$ cat config.mk
export PLATFORM = sky130hd
export DESIGN_NAME = multi_pulse_generator
export DESIGN_NICKNAME = d
export VERILOG_FILES = /design/src/rtl/multi_pulse_generator_pkg.sv /design/src/rtl/multi_pulse_generator_channel.sv /design/src/rtl/multi_pulse_generator.sv
export SDC_FILE = /design/constraint.sdc
export NUM_CORES = 1
export LEC_CHECK = 0
export ABC_AREA = 1
export ABC_CLOCK_PERIOD_IN_PS = 4600
export BUFFER_PORTS_ARGS = -buffer_cell sky130_fd_sc_hd__buf_2
export CAP_MARGIN = 20
export CORE_ASPECT_RATIO = 0.8
export CORE_UTILIZATION = 50
export DETAILED_ROUTE_END_ITERATION = 8
export PLACE_DENSITY = 0.66
export SLEW_MARGIN = 20
export SYNTH_ARGS = -nofsm -noshare
export SYNTH_HDL_FRONTEND = slang
export SYNTH_HIERARCHICAL = 1
export SYNTH_SLANG_ARGS = --single-unit
$ cat constraint.sdc
create_clock -name clk -period 4.6 [get_ports clk]
set_input_delay 0.23 -clock clk [delete_from_list [all_inputs] [get_ports clk]]
set_output_delay 0.23 -clock clk [all_outputs]
set_load 0.01 [all_outputs]
$ cat src/rtl/multi_pulse_generator_pkg.sv
// Shared types for the multi-channel pulse-train generator.
package pulse_gen_pkg;

  typedef enum logic [1:0] {
    MODE_CONT    = 2'd0,
    MODE_ONESHOT = 2'd1,
    MODE_BURST   = 2'd2,
    MODE_RSVD    = 2'd3
  } mode_t;

  typedef enum logic {
    S_IDLE = 1'b0,
    S_RUN  = 1'b1
  } state_t;

  // Default field width; channels build their own N-wide copy of this layout.
  localparam int PG_N = 8;

  typedef struct packed {
    logic [PG_N-1:0] period;
    logic [PG_N-1:0] width;
    mode_t           mode;
    logic [PG_N-1:0] bursts;
  } chan_cfg_t;

endpackage

$ cat src/rtl/multi_pulse_generator_channel.sv
// One pulse channel: shadow/active config, IDLE/RUN FSM, period and burst
// counters, registered out/done.
module pulse_channel
  import pulse_gen_pkg::*;
#(
  parameter int N = 8
) (
  input  logic         clk,
  input  logic         rst,
  input  logic         ena_i,
  input  logic         we_i,
  input  logic [N-1:0] period_i,
  input  logic [N-1:0] width_i,
  input  mode_t        mode_i,
  input  logic [N-1:0] bursts_i,
  input  logic         start_i,
  input  logic         stop_i,
  output logic         out_o,
  output logic         busy_o,
  output logic         done_o
);

  // Same layout as chan_cfg_t, sized by this instance's N.
  typedef struct packed {
    logic [N-1:0] period;
    logic [N-1:0] width;
    mode_t        mode;
    logic [N-1:0] bursts;
  } cfg_t;

  state_t       state_q, state_d;
  logic [N-1:0] cnt_q, cnt_d;
  logic [N-1:0] k_q, k_d;
  logic         out_q, out_d;
  logic         done_q, done_d;
  logic         pend_q, pend_d;
  cfg_t         act_q, act_d;
  cfg_t         shad_q, shad_d;

  cfg_t         wr_cfg;
  cfg_t         nxt_cfg;
  logic [N-1:0] k_inc;
  logic [N-1:0] b_max;
  logic         wrap;
  logic         term;

  assign wr_cfg  = '{period: period_i, width: width_i, mode: mode_i, bursts: bursts_i};
  // Config that takes effect at the next load point: a same-cycle write wins,
  // then any pending shadow, otherwise the active config is kept.
  assign nxt_cfg = we_i ? wr_cfg : (pend_q ? shad_q : act_q);
  assign k_inc   = k_q + N'(1);
  assign b_max   = (act_q.bursts == '0) ? N'(1) : act_q.bursts;
  assign wrap    = (cnt_q == act_q.period - N'(1));
  assign term    = (act_q.mode == MODE_ONESHOT) ||
                   ((act_q.mode == MODE_BURST) && (k_inc == b_max));

  // Next-state: config staging, FSM transitions, counters and output level.
  always_comb begin
    state_d = state_q;
    cnt_d   = cnt_q;
    k_d     = k_q;
    out_d   = out_q;
    done_d  = 1'b0;
    pend_d  = pend_q;
    act_d   = act_q;
    shad_d  = shad_q;

    if (we_i) begin
      shad_d = wr_cfg;
      pend_d = 1'b1;
    end

    case (state_q)
      S_IDLE: begin
        // Nothing is running, so staged config becomes active right away.
        act_d  = nxt_cfg;
        pend_d = 1'b0;
        out_d  = 1'b0;
        if (start_i && !stop_i && (nxt_cfg.period != '0)) begin
          state_d = S_RUN;
          cnt_d   = '0;
          k_d     = '0;
          out_d   = (nxt_cfg.width != '0);
        end
      end
      default: begin
        if (stop_i) begin
          state_d = S_IDLE;
          out_d   = 1'b0;
        end else if (start_i || (ena_i && wrap)) begin
          // Restart or period boundary: both are load points for new config.
          act_d  = nxt_cfg;
          pend_d = 1'b0;
          cnt_d  = '0;
          k_d    = start_i ? '0 : k_inc;
          out_d  = (nxt_cfg.width != '0);
          if (!start_i && term) begin
            state_d = S_IDLE;
            out_d   = 1'b0;
            done_d  = 1'b1;
          end else if (nxt_cfg.period == '0) begin
            // A zero period cannot run; drop out quietly.
            state_d = S_IDLE;
            out_d   = 1'b0;
          end
        end else if (!ena_i) begin
          out_d = 1'b0;
        end else begin
          cnt_d = cnt_q + N'(1);
          out_d = ((cnt_q + N'(1)) < act_q.width);
        end
      end
    endcase
  end

  // State registers, cleared by the synchronous reset.
  always_ff @(posedge clk) begin
    if (rst) begin
      state_q <= S_IDLE;
      cnt_q   <= '0;
      k_q     <= '0;
      out_q   <= 1'b0;
      done_q  <= 1'b0;
      pend_q  <= 1'b0;
      act_q   <= '0;
      shad_q  <= '0;
    end else begin
      state_q <= state_d;
      cnt_q   <= cnt_d;
      k_q     <= k_d;
      out_q   <= out_d;
      done_q  <= done_d;
      pend_q  <= pend_d;
      act_q   <= act_d;
      shad_q  <= shad_d;
    end
  end

  assign out_o  = out_q;
  assign busy_o = (state_q == S_RUN);
  assign done_o = done_q;

endmodule

$ cat src/rtl/multi_pulse_generator.sv
// Multi-channel pulse-train generator: decodes the shared config port into
// per-channel write enables and instantiates one pulse_channel per channel.
module multi_pulse_generator
  import pulse_gen_pkg::*;
#(
  parameter  int N        = 8,
  parameter  int CHANNELS = 4,
  localparam int CW       = $clog2(CHANNELS)
) (
  input  logic                clk,
  input  logic                rst,
  input  logic                ena,
  input  logic                cfg_we,
  input  logic [CW-1:0]       cfg_ch,
  input  logic [N-1:0]        cfg_period,
  input  logic [N-1:0]        cfg_width,
  input  logic [1:0]          cfg_mode,
  input  logic [N-1:0]        cfg_bursts,
  input  logic [CHANNELS-1:0] start,
  input  logic [CHANNELS-1:0] stop,
  output logic [CHANNELS-1:0] out,
  output logic [CHANNELS-1:0] busy,
  output logic [CHANNELS-1:0] done
);

  logic [CHANNELS-1:0] ch_we;

  // A cfg_ch value with no matching channel simply enables nobody.
  for (genvar g = 0; g < CHANNELS; g++) begin : g_ch
    assign ch_we[g] = cfg_we && (cfg_ch == CW'(g));

    pulse_channel #(.N(N)) u_ch (
      .clk      (clk),
      .rst      (rst),
      .ena_i    (ena),
      .we_i     (ch_we[g]),
      .period_i (cfg_period),
      .width_i  (cfg_width),
      .mode_i   (mode_t'(cfg_mode)),
      .bursts_i (cfg_bursts),
      .start_i  (start[g]),
      .stop_i   (stop[g]),
      .out_o    (out[g]),
      .busy_o   (busy[g]),
      .done_o   (done[g])
    );
  end

endmodule
==> run metrics <==
status finished clean; Core ar. 0.03081 mm²; setup repair after global routing missed its margin no; total overflow reported by the global router 0; Max Cap Violations 0; standby leakage power 7.927 nW; Worst R2R Setup Slack 1.76 ns; minimum period implied by the final worst setup slack about 2.8 ns; final weighted congestion in routability-driven placement roughly 0.85; final net count between 2000 and 3000; critical register-to-register path endpoint g_ch[0].u_ch/act_q[25]; final hold slack 0.01244 ns; critical path required time 5.03 ns; post-cts sizing count 0; beginning of the worst register-to-register path g_ch[0].u_ch/act_q[18]; sequential fraction of the synthesis area 0.3633; total half-perimeter wirelength after legalization and detailed placement 29760 µm; wire length of the first global-routing pass a little under 70000 µm; Hold Path Stages 4; count of synthesis-stage warnings from yosys 6; Die Ht 161.4 µm; final setup violation count 0; antenna diode count 0; number of hold violations in the final report 0; Arrival @ worst endpoint 3.27 ns; Fin Setup TNS 0 ns; total track usage 0.2567; Max Clock Freq approximately 350 MHz; number of remaining DRC errors 0; critical path capture point type register; 1st-pass router iterations 8; quantity of I/O buffers inserted on ports 51; fraction of final layout cells with drive strength greater than 1 0.07571; first-iteration detailed-routing DRC count between 1000 and 1500; I/O pin total 52; CTS H-tree lvls 1; root buffer selected by CTS sky130_fd_sc_hd__clkbuf_16; post-synthesis to final-layout area growth 9.650%; Design Area, Final 0.01740 mm²; clk_lat worst skew around 0.57 ns; clk slew on worst S/H paths 0.06 ns; mean post-synth cell area 6.472 µm²; summed instance area of the synthesized netlist 0.01587 mm²; vias per inst 5.243; vias in the first global route 13510; post-detailed-routing wire length 41890 µm; share of the core filled with cells in the final layout 0.5648; routed via count 15180; CTS tree yes; pwr dens a little over 400 mW/mm²; number of clock sinks around 290; post-placement cell area 0.01627 mm²; Crit Path Class reg2reg; actual slew at the worst max-slew pin 1.028 ns; number of nets with antenna violations after detailed routing 0; initial antenna violation count 0; maximum count of clock buffers along a single path 3; post-layout power 7.116 mW; final slew viol count 0; routed wire length per instance 14.47 µm; Worst Hold End g_ch[1].u_ch/done_o; Mapped Cells ~2500; pin count of the biggest net entering global routing 49; Critical Path Source Type register; global routing usage on met2 0.3740; met1 routing resource usage after global routing 0.3973; Seq cells post-synth between 200 and 300; worst-case reg-to-reg path depth 14; worst clock skew on the final layout approximately 0.007 ns; type of the tightest min-delay check in2reg; number of different library cells in the post-synthesis netlist 33; Worst Hold Launch stop[1]; number of buffers added by the clock tree synthesis step 30; post-synthesis net count 2532; worst IR drop on VDD 0.0002906 V; final clock period utilization by the worst path 0.6176; width of the die between 200 and 250 µm; global routing's busiest layer met1; std cell rows 57; Worst Path Max Fanout 21; Total Die Area 0.03246 mm²; Max-slew headroom 0.3106; met3 global-route usage 0.03208; effective utilization at floorplan 0.5151
[worst max path at each step]
stage                                 from                     end  slack [ns]  cells after the start
finish              g_ch[0].u_ch/act_q[18]  g_ch[0].u_ch/act_q[25]        1.76                     14
global route        g_ch[0].u_ch/act_q[19]  g_ch[0].u_ch/act_q[18]        1.48                     14
CTS                 g_ch[0].u_ch/act_q[18]  g_ch[0].u_ch/act_q[18]        1.78                     13
detailed placement               cfg_ch[0]   g_ch[0].u_ch/cnt_q[7]        1.67                     19
global placement                    cfg_we   g_ch[1].u_ch/cnt_q[7]        1.74                     17
floorplan            g_ch[0].u_ch/cnt_q[2]      g_ch[0].u_ch/out_o        2.42                     15
[worst max-delay path, cell delays in order, from the launching register on]
cell and delay (ns):
sky130_fd_sc_hd__dfxtp_1 0.37, sky130_fd_sc_hd__inv_2 0.08, sky130_fd_sc_hd__ha_1 0.30, sky130_fd_sc_hd__nand2_1 0.06
sky130_fd_sc_hd__o21ai_0 0.06, sky130_fd_sc_hd__nor3_1 0.16, sky130_fd_sc_hd__nand3_1 0.10, sky130_fd_sc_hd__nor2_1 0.15
sky130_fd_sc_hd__nand3_2 0.15, sky130_fd_sc_hd__nand2_2 0.16, sky130_fd_sc_hd__nand2_1 0.43, sky130_fd_sc_hd__inv_2 0.39
sky130_fd_sc_hd__nand2_1 0.11, sky130_fd_sc_hd__nand2_1 0.08, sky130_fd_sc_hd__a21oi_1 0.06
[synth_stat cells (all sizes together)]
master | instances | area (µm²)
nand4 | 16 | 100.1
nand3 | 176 | 920.9
clkbuf | 39 | 146.4
clkinv | 3 | 11.26
inv | 286 | 1081
o22ai | 20 | 125.1
or2 | 12 | 75.07
nor3 | 28 | 140.1
nor4 | 4 | 25.02
o21ai | 156 | 780.8
dfxtp | 288 | 5766
a31oi | 4 | 25.02
a21boi | 32 | 240.2
o21bai | 4 | 30.03
nand2 | 723 | 2821
a211oi | 4 | 30.03
buf | 49 | 311.5
a21oi | 260 | 1331
xor2 | 44 | 385.4
xnor2 | 4 | 35.03
nor2 | 260 | 988.4
ha | 40 | 500.5
[sequential cells by signal (all words and copies together), names as in the netlist]
| signal | count |
|---|---|
| g_ch.u_ch/pend_q | 4 |
| g_ch.u_ch/done_o | 4 |
| g_ch.u_ch/cnt_q | 32 |
| g_ch.u_ch/k_q | 32 |
| g_ch.u_ch/shad_q | 104 |
| g_ch.u_ch/busy_o | 4 |
| g_ch.u_ch/out_o | 4 |
| g_ch.u_ch/act_q | 104 |
[layout make-up]
cell class / instances / area, µm²
Clock inverter: 6 / 107.6
Fill cell: 3034 / 13410
Multi-Input combinational cell: 1787 / 8564
Inverter: 289 / 1092
Clock buffer: 46 / 942.2
Tap cell: 413 / 516.7
Sequential cell: 288 / 5766
Timing Repair Buffer: 67 / 412.9
[what timing repair did]
item	in CTS	in global routing
endpoints found under the hold margin	12	0
setup buffers	0	0
hold buffers	8	0
[metrics by stage]
| stage | worst slack (ns) | instances |
|---|---|---|
| 3_5_place_dp | 1.671 | 2836 |
| 2_1_floorplan | 2.416 | 2452 |
| 6_report | 1.759 | 2896 |
| 4_1_cts | 1.781 | 2896 |
| 3_3_place_gp | 1.742 | 2834 |
| 5_1_grt | 1.480 | 2896 |
[metal layers]
layer / up-vias / part of all wire
met5: - / 0
met4: 0 / 0.022
met3: 61 / 0.050
met2: 369 / 0.40
met1: 6855 / 0.53
li1: 7898 / -
[cells in the final DEF, fill, tap and decap left out, types with 5 or more instances in the layout]
master / synthesis / final
sky130_fd_sc_hd__clkbuf_8: 0 / 11
sky130_fd_sc_hd__a21oi_1: 252 / 252
sky130_fd_sc_hd__o21ai_0: 156 / 156
sky130_fd_sc_hd__inv_2: 24 / 24
sky130_fd_sc_hd__inv_1: 259 / 257
sky130_fd_sc_hd__clkinv_1: 3 / 5
sky130_fd_sc_hd__nand2_4: 11 / 11
sky130_fd_sc_hd__nor3_1: 28 / 28
sky130_fd_sc_hd__nand3_1: 168 / 168
sky130_fd_sc_hd__a21boi_0: 15 / 15
sky130_fd_sc_hd__ha_1: 40 / 40
sky130_fd_sc_hd__a21oi_2: 8 / 8
sky130_fd_sc_hd__dfxtp_1: 288 / 288
sky130_fd_sc_hd__a21boi_1: 17 / 17
sky130_fd_sc_hd__nand4_1: 16 / 16
sky130_fd_sc_hd__nand2_2: 10 / 10
sky130_fd_sc_hd__buf_2: 36 / 50
sky130_fd_sc_hd__clkbuf_16: 0 / 31
sky130_fd_sc_hd__nand2_1: 702 / 702
sky130_fd_sc_hd__dlygate4sd3_1: 0 / 8
sky130_fd_sc_hd__nor2_1: 255 / 251
sky130_fd_sc_hd__o22ai_1: 20 / 20
sky130_fd_sc_hd__xor2_1: 44 / 44
sky130_fd_sc_hd__nand3_2: 8 / 8
sky130_fd_sc_hd__nor2_2: 5 / 9
sky130_fd_sc_hd__or2_2: 8 / 8
sky130_fd_sc_hd__buf_4: 4 / 7
[cells by family after synthesis]
family / after synthesis / share of synthesized area
flip-flops: 288 / 0.3633
AO/OA/AOI/OAI: 480 / 0.1615
AND/OR/NAND/NOR: 1219 / 0.3195
XOR/XNOR: 48 / 0.02649
adder cells (fa/ha/maj): 40 / 0.03154
buffers and inverters: 377 / 0.09768
[power by group]
| group | switching [mW] | total (mW) | internal (mW) | leakage (nW) |
|---|---|---|---|---|
| registers | 0.178 | 2.88 | 2.70 | 2.35 |
| logic | 1.06 | 1.65 | 0.586 | 5.06 |
| clock network | 1.03 | 2.59 | 1.56 | 0.516 |
| total | 2.27 | 7.12 | 4.85 | 7.93 |
Note: power is estimated with default switching activity, not from simulation.
